**config.mk**
```make
export PLATFORM = sky130hd
export DESIGN_NAME = timing_sequencer_flat
export DESIGN_NICKNAME = d
export VERILOG_FILES = /design/src/rtl/mano_pkg.sv /design/src/rtl/timing_sequencer_if.sv /design/src/rtl/timing_sequencer_decoder3to8.sv /design/src/rtl/timing_sequencer.sv /design/src/flat_wrapper.sv
export SDC_FILE = /design/constraint.sdc
export NUM_CORES = 1
export LEC_CHECK = 0
export ABC_AREA = 1
export CAP_MARGIN = 10
export CORE_MARGIN = 8
export CORE_UTILIZATION = 37
export CTS_CLUSTER_DIAMETER = 50
export DETAILED_ROUTE_END_ITERATION = 10
export GPL_TIMING_DRIVEN = 0
export HOLD_SLACK_MARGIN = 0.05
export PLACE_DENSITY = 0.83
export SYNTH_ARGS = -nofsm -noshare
export SYNTH_HDL_FRONTEND = slang
export SYNTH_SLANG_ARGS = --single-unit
```
**constraint.sdc**
```tcl
create_clock -name clk -period 2.7 [get_ports clk]
set_clock_uncertainty 0.1 [all_clocks]
set_input_delay 0.54 -clock clk [delete_from_list [all_inputs] [get_ports clk]]
set_output_delay 0.54 -clock clk [all_outputs]
set_load 0.02 [all_outputs]
```
**src/rtl/mano_pkg.sv**
```systemverilog
// Shared constants for the basic-computer control path: SC/T/D widths,
// opcode numbering (D index = opcode) and instruction-register field positions.
package mano_pkg;
  localparam int SC_W  = 3;
  localparam int T_W   = 1 << SC_W;
  localparam int D_W   = 8;
  localparam int IR_W  = 16;

  localparam int I_BIT  = 15;
  localparam int OP_MSB = 14;
  localparam int OP_LSB = 12;

  localparam logic [2:0] OP_AND = 3'd0;
  localparam logic [2:0] OP_ADD = 3'd1;
  localparam logic [2:0] OP_LDA = 3'd2;
  localparam logic [2:0] OP_STA = 3'd3;
  localparam logic [2:0] OP_BUN = 3'd4;
  localparam logic [2:0] OP_BSA = 3'd5;
  localparam logic [2:0] OP_ISZ = 3'd6;
  localparam logic [2:0] OP_IO  = 3'd7;

  typedef logic [SC_W-1:0] sc_t;
  typedef logic [T_W-1:0]  tsig_t;
endpackage

```
**src/rtl/timing_sequencer_if.sv**
```systemverilog
// Control-stage bundle: master drives run/clear/IR/interrupt inputs,
// slave (the sequencer) returns timing, decode and state outputs.
interface timing_sequencer_if;
  import mano_pkg::*;

  logic            start;
  logic            hlt;
  logic            sc_clr;
  logic [IR_W-1:0] ir;
  logic            ien;
  logic            fgi;
  logic            fgo;
  logic [T_W-1:0]  T;
  logic [D_W-1:0]  D;
  logic            I;
  logic            run;
  logic [SC_W-1:0] sc;
  logic            r;

  modport master (
    output start, hlt, sc_clr, ir, ien, fgi, fgo,
    input  T, D, I, run, sc, r
  );

  modport slave (
    input  start, hlt, sc_clr, ir, ien, fgi, fgo,
    output T, D, I, run, sc, r
  );
endinterface

```
**src/rtl/timing_sequencer_decoder3to8.sv**
```systemverilog
// 3-bit binary to one-hot decoder with enable; purely combinational,
// output all-zero when disabled.
module decoder3to8
  import mano_pkg::*;
(
  input  logic            en_i,
  input  logic [SC_W-1:0] sel_i,
  output logic [T_W-1:0]  y_o
);

  always_comb begin
    y_o = '0;
    if (en_i) begin
      y_o[sel_i] = 1'b1;
    end
  end

endmodule

```
**src/rtl/timing_sequencer.sv**
```systemverilog
// Run flag, sequence counter, one-hot T, and T2 latch of D/I; start->T0 one cycle, no backpressure.
// Interrupt flip-flop R and the RT0-RT2 cycle exist only when MANO_INTERRUPT_EN is defined.
module timing_sequencer
  import mano_pkg::*;
(
  input  logic               clk,
  input  logic               rst_n,
  timing_sequencer_if.slave  seq_if
);

  logic           run_q, run_d;
  sc_t            sc_q, sc_d;
  logic [D_W-1:0] d_q, d_d;
  logic           i_q, i_d;
  logic           r_q, r_d;

  tsig_t          t_w;
  logic [D_W-1:0] d_load;
  logic           latch_ir;
  logic           r_set;
  logic           rt2_clr;
  logic           unused_ir;

  decoder3to8 u_t_dec (
    .en_i  (run_q),
    .sel_i (sc_q),
    .y_o   (t_w)
  );

  decoder3to8 u_d_dec (
    .en_i  (1'b1),
    .sel_i (seq_if.ir[OP_MSB:OP_LSB]),
    .y_o   (d_load)
  );

  assign unused_ir = ^seq_if.ir[OP_LSB-1:0];

`ifdef MANO_INTERRUPT_EN
  // R may only be raised outside T0-T2 so it never disturbs a fetch/decode in flight.
  assign r_set   = run_q & ~t_w[0] & ~t_w[1] & ~t_w[2] & seq_if.ien & (seq_if.fgi | seq_if.fgo);
  assign rt2_clr = run_q & r_q & t_w[2];
`else
  logic unused_intr;
  assign unused_intr = seq_if.ien ^ seq_if.fgi ^ seq_if.fgo;
  assign r_set   = 1'b0;
  assign rt2_clr = 1'b0;
`endif

  assign latch_ir = run_q & t_w[2] & ~r_q;

  always_comb begin
    run_d = run_q;
    sc_d  = sc_q;
    d_d   = d_q;
    i_d   = i_q;
    r_d   = r_q;

    if (seq_if.hlt) begin
      run_d = 1'b0;
    end else if (seq_if.start) begin
      run_d = 1'b1;
    end

    if (!run_q) begin
      if (seq_if.start) begin
        sc_d = '0;
      end
    end else if (seq_if.sc_clr || rt2_clr) begin
      sc_d = '0;
    end else begin
      sc_d = sc_q + 1'b1;
    end

    if (latch_ir) begin
      d_d = d_load;
      i_d = seq_if.ir[I_BIT];
    end

    if (r_set) begin
      r_d = 1'b1;
    end else if (rt2_clr) begin
      r_d = 1'b0;
    end
  end

  always_ff @(posedge clk or negedge rst_n) begin
    if (!rst_n) begin
      run_q <= 1'b0;
      sc_q  <= '0;
      d_q   <= '0;
      i_q   <= 1'b0;
      r_q   <= 1'b0;
    end else begin
      run_q <= run_d;
      sc_q  <= sc_d;
      d_q   <= d_d;
      i_q   <= i_d;
      r_q   <= r_d;
    end
  end

  assign seq_if.T   = t_w;
  assign seq_if.D   = d_q;
  assign seq_if.I   = i_q;
  assign seq_if.run = run_q;
  assign seq_if.sc  = sc_q;
  assign seq_if.r   = r_q;

endmodule
```
**src/flat_wrapper.sv**
```systemverilog
// flat-port wrapper written by rule: the top's interface ports become plain ports
module timing_sequencer_flat import mano_pkg::*;
  (clk, rst_n, seq_if_start, seq_if_hlt, seq_if_sc_clr, seq_if_ir, seq_if_ien, seq_if_fgi, seq_if_fgo, seq_if_T, seq_if_D, seq_if_I, seq_if_run, seq_if_sc, seq_if_r);
  timing_sequencer_if seq_if_i ();
  input  logic clk;
  input  logic rst_n;
  input wire logic [$bits(seq_if_i.start)-1:0] seq_if_start;
  input wire logic [$bits(seq_if_i.hlt)-1:0] seq_if_hlt;
  input wire logic [$bits(seq_if_i.sc_clr)-1:0] seq_if_sc_clr;
  input wire logic [$bits(seq_if_i.ir)-1:0] seq_if_ir;
  input wire logic [$bits(seq_if_i.ien)-1:0] seq_if_ien;
  input wire logic [$bits(seq_if_i.fgi)-1:0] seq_if_fgi;
  input wire logic [$bits(seq_if_i.fgo)-1:0] seq_if_fgo;
  output wire logic [$bits(seq_if_i.T)-1:0] seq_if_T;
  output wire logic [$bits(seq_if_i.D)-1:0] seq_if_D;
  output wire logic [$bits(seq_if_i.I)-1:0] seq_if_I;
  output wire logic [$bits(seq_if_i.run)-1:0] seq_if_run;
  output wire logic [$bits(seq_if_i.sc)-1:0] seq_if_sc;
  output wire logic [$bits(seq_if_i.r)-1:0] seq_if_r;
  assign seq_if_i.start = seq_if_start;
  assign seq_if_i.hlt = seq_if_hlt;
  assign seq_if_i.sc_clr = seq_if_sc_clr;
  assign seq_if_i.ir = seq_if_ir;
  assign seq_if_i.ien = seq_if_ien;
  assign seq_if_i.fgi = seq_if_fgi;
  assign seq_if_i.fgo = seq_if_fgo;
  assign seq_if_T = seq_if_i.T;
  assign seq_if_D = seq_if_i.D;
  assign seq_if_I = seq_if_i.I;
  assign seq_if_run = seq_if_i.run;
  assign seq_if_sc = seq_if_i.sc;
  assign seq_if_r = seq_if_i.r;
  timing_sequencer u_core (.clk(clk), .rst_n(rst_n), .seq_if(seq_if_i));
endmodule
```
==> impl_metrics.env <==
export IMPL_drt_initial_drc_count=12
export IMPL_gr_total_overflow=0
export IMPL_numCtsBuffers=3
export IMPL_synthTopCellsByArea="dfrtp_1 48%, nand2_1 23%, nor2_1 11%"
export IMPL_synth_top_area_cell="dfrtp_1"
export IMPL_syn2layout_area_growth_pct=50.9
export IMPL_clk_latency_ns=0.27
export IMPL_relSlewSlack_pct=60.7
export IMPL_htree_levels=1
export IMPL_cap_violations=0
export IMPL_core_area_um2=1730
export IMPL_io_pins=46
export IMPL_grt_max_degree=14
export IMPL_grtUsageTotal_pct=10.4
export IMPL_holdBufCountCts=0
export IMPL_chipWidth_um=59.0
export IMPL_power_frac_comb_pct=44.9
export IMPL_cts_root_buf="clkbuf_4"
export IMPL_ys_warn_count=0
export IMPL_io_buffers=29
export IMPL_dpl_cell_area_um2=1000
export IMPL_grt_pass1_wl_um=2890
export IMPL_p_leak_nw=0.514
export IMPL_rr_startpoint="u_core.seq_if.sc[1]"
export IMPL_synth_edf_count=0
export IMPL_arrival_ns=1.87
export IMPL_seqPwrFrac_pct=39.8
export IMPL_r2r_cells=5
export IMPL_grt_antenna_before_repair=0
export IMPL_whs_endpoint="u_core.seq_if.I"
export IMPL_firstDrtPassIters=4
export IMPL_rsz0062_at_grt="no"
export IMPL_internal_power_mw=0.484
export IMPL_power_density_nw_per_um2=740
export IMPL_syn_inst=95
export IMPL_switching_share_pct=36.6
export IMPL_num_rows=15
export IMPL_nNetsFinal=154
export IMPL_synth_top_flop_cell="dfrtp_1"
export IMPL_route_detailed_drc=0
export IMPL_finalPower_mw=0.763
export IMPL_cp_max_fo=9
export IMPL_startpoint_type="flip-flop"
export IMPL_ys_types=13
export IMPL_yosys_register_bits=13
export IMPL_diodes=0
export IMPL_worst_setup_path_type="flip-flop to output pin"
export IMPL_gp_congestion=0.769
export IMPL_met3_usage_pct=3.90
export IMPL_clockPowerShare_pct=15.2
export IMPL_tns_ns=0
export IMPL_hp_class="flip-flop to flip-flop"
export IMPL_post_cts_buffers=0
export IMPL_wl_per_cell_um=11.1
export IMPL_min_delay_start="u_core.seq_if.I"
export IMPL_ff2ff_setup_slack_ns=1.48
export IMPL_num_vias=699
export IMPL_ctsLongestPathBuffers=2
export IMPL_tightest_slew_ns=0.588
export IMPL_async_flop_share_pct=100
export IMPL_drt_total_wl_um=1700
export IMPL_finalMaxSlewViolations=0
export IMPL_max_freq_mhz=398
export IMPL_hold_viol_final=0
export IMPL_finalSetupViolations=0
export IMPL_required_ns=2.06
export IMPL_dieArea_um2=3480
export IMPL_seq_area_um2=325
export IMPL_busiest_layer="met2"
export IMPL_synth_most_common_cell="nand2_1"
export IMPL_routed_via_density=4.57
export IMPL_grt_pass1_vias=732
export IMPL_initial_core_util_pct=39.6
export IMPL_worst_ir_drop_vdd_uv=603
export IMPL_synth_top_area_share_pct=47.6
export IMPL_use_met2_pct=17.9
export IMPL_hpwlAfterDp_um=1400
export IMPL_avgSynthCellArea_um2=7.19
export IMPL_cts_resized=0
export IMPL_fill_cells=179
export IMPL_grtUsageMet1_pct=11.2
export IMPL_drive_gt1_share_pct=8.59
export IMPL_cts_tree="done"
export IMPL_hold_depth=2
export IMPL_power_switching_mw=0.279
export IMPL_cts_sinks=13
export IMPL_r2r_end="u_core.seq_if.D[7]"
export IMPL_fin_area_um2=1030
export IMPL_multi_input_area_um2=309
export IMPL_die_h_um=59.0
export IMPL_antenna_left=0
export IMPL_status="completed"
export IMPL_netlist_area_um2=683
export IMPL_seq_area_frac_synth_pct=47.6
export IMPL_end_kind="output pin"
export IMPL_synth_common_cells="41 x nand2_1, 20 x nor2_1, 13 x dfrtp_1, 7 x inv_1"
export IMPL_period_minus_slack_ns=2.51
export IMPL_clk_pin_slew_ns=0.08
export IMPL_post_route_period_util_pct=93.1
export IMPL_synth_fp_nets=120
## sequential cells by signal, indices dropped and copies added, names as in the netlist
register / count
u_core.seq_if.sc: 3
u_core.seq_if.D: 8
u_core.seq_if.run: 1
u_core.seq_if.I: 1
## cell families after synthesis
kind of cell    share of synthesized area, %
flops                                   47.6
compound gates                          1.47
other cells                            0.549
buf+inv                                 7.14
fa+ha+maj                               1.83
simple gates                            41.4
## layout by cell type (no fill, tap or decap)
cell	count
nand2_1	41
clkdlybuf4s50_1	29
nor2_1	20
dfrtp_1	13
inv_1	7
clkbuf_4	3
inv_2	2
nand2_2	2
o21ai_0	2
nand3_1	2
buf_4	2
nor2_8	1
nor2_4	1
ha_1	1
conb_1	1
clkbuf_1	1
## area by class of cell
type                            count  area share, %
Tap cell                           25           3.03
Buffer                              2           1.46
Inverter                            9           3.28
Multi-Input combinational cell     71           30.0
Timing Repair Buffer               29           28.2
Clock buffer                        4           2.55
Sequential cell                    13           31.6
## per-layer routing
layer	vias up	wire length (um)
met5	-	0
met4	0	22
met3	3	139
met2	26	797
met1	324	742
li1	346	-
## metrics by stage
stage	utilization (%)	cells	worst slack [ns]	hold slack [ns]
CTS	59.7	153	0.167	0.389
detailed placement	58.2	149	0.478	0.365
global route	59.7	153	0.101	0.407
floorplan	-	95	1.02	0.144
finish	59.7	153	0.186	0.380
global placement	58.2	149	0.505	0.359
## worst max-delay path by stage
stage,from,end,slack [ns]
floorplan,u_core.seq_if.sc[2],seq_if_T[3],1.02
global placement,u_core.seq_if.sc[2],seq_if_T[2],0.51
detailed placement,u_core.seq_if.sc[2],seq_if_T[2],0.48
CTS,u_core.seq_if.sc[2],seq_if_T[2],0.17
global route,u_core.seq_if.sc[2],seq_if_T[2],0.10
finish,u_core.seq_if.sc[2],seq_if_T[2],0.19
## worst max-delay path, cell delays in order, from the launching register on
cell             delay (ns)
dfrtp_1                0.47
inv_2                  0.10
nand2_1                0.13
nor2_8                 0.17
buf_4                  0.12
clkdlybuf4s50_1        0.60
## power by group through the flow
stage | logic [mW] | clock network, mW | registers [mW]
after CTS | 0.349 | 0.123 | 0.305
final | 0.343 | 0.116 | 0.304
after global routing | 0.372 | 0.128 | 0.311
after floorplan | 0.0802 | 0 | 0.390
after global placement | 0.343 | 0 | 0.304
after detailed placement | 0.348 | 0 | 0.306
Note: power is estimated with default switching activity, not from simulation.
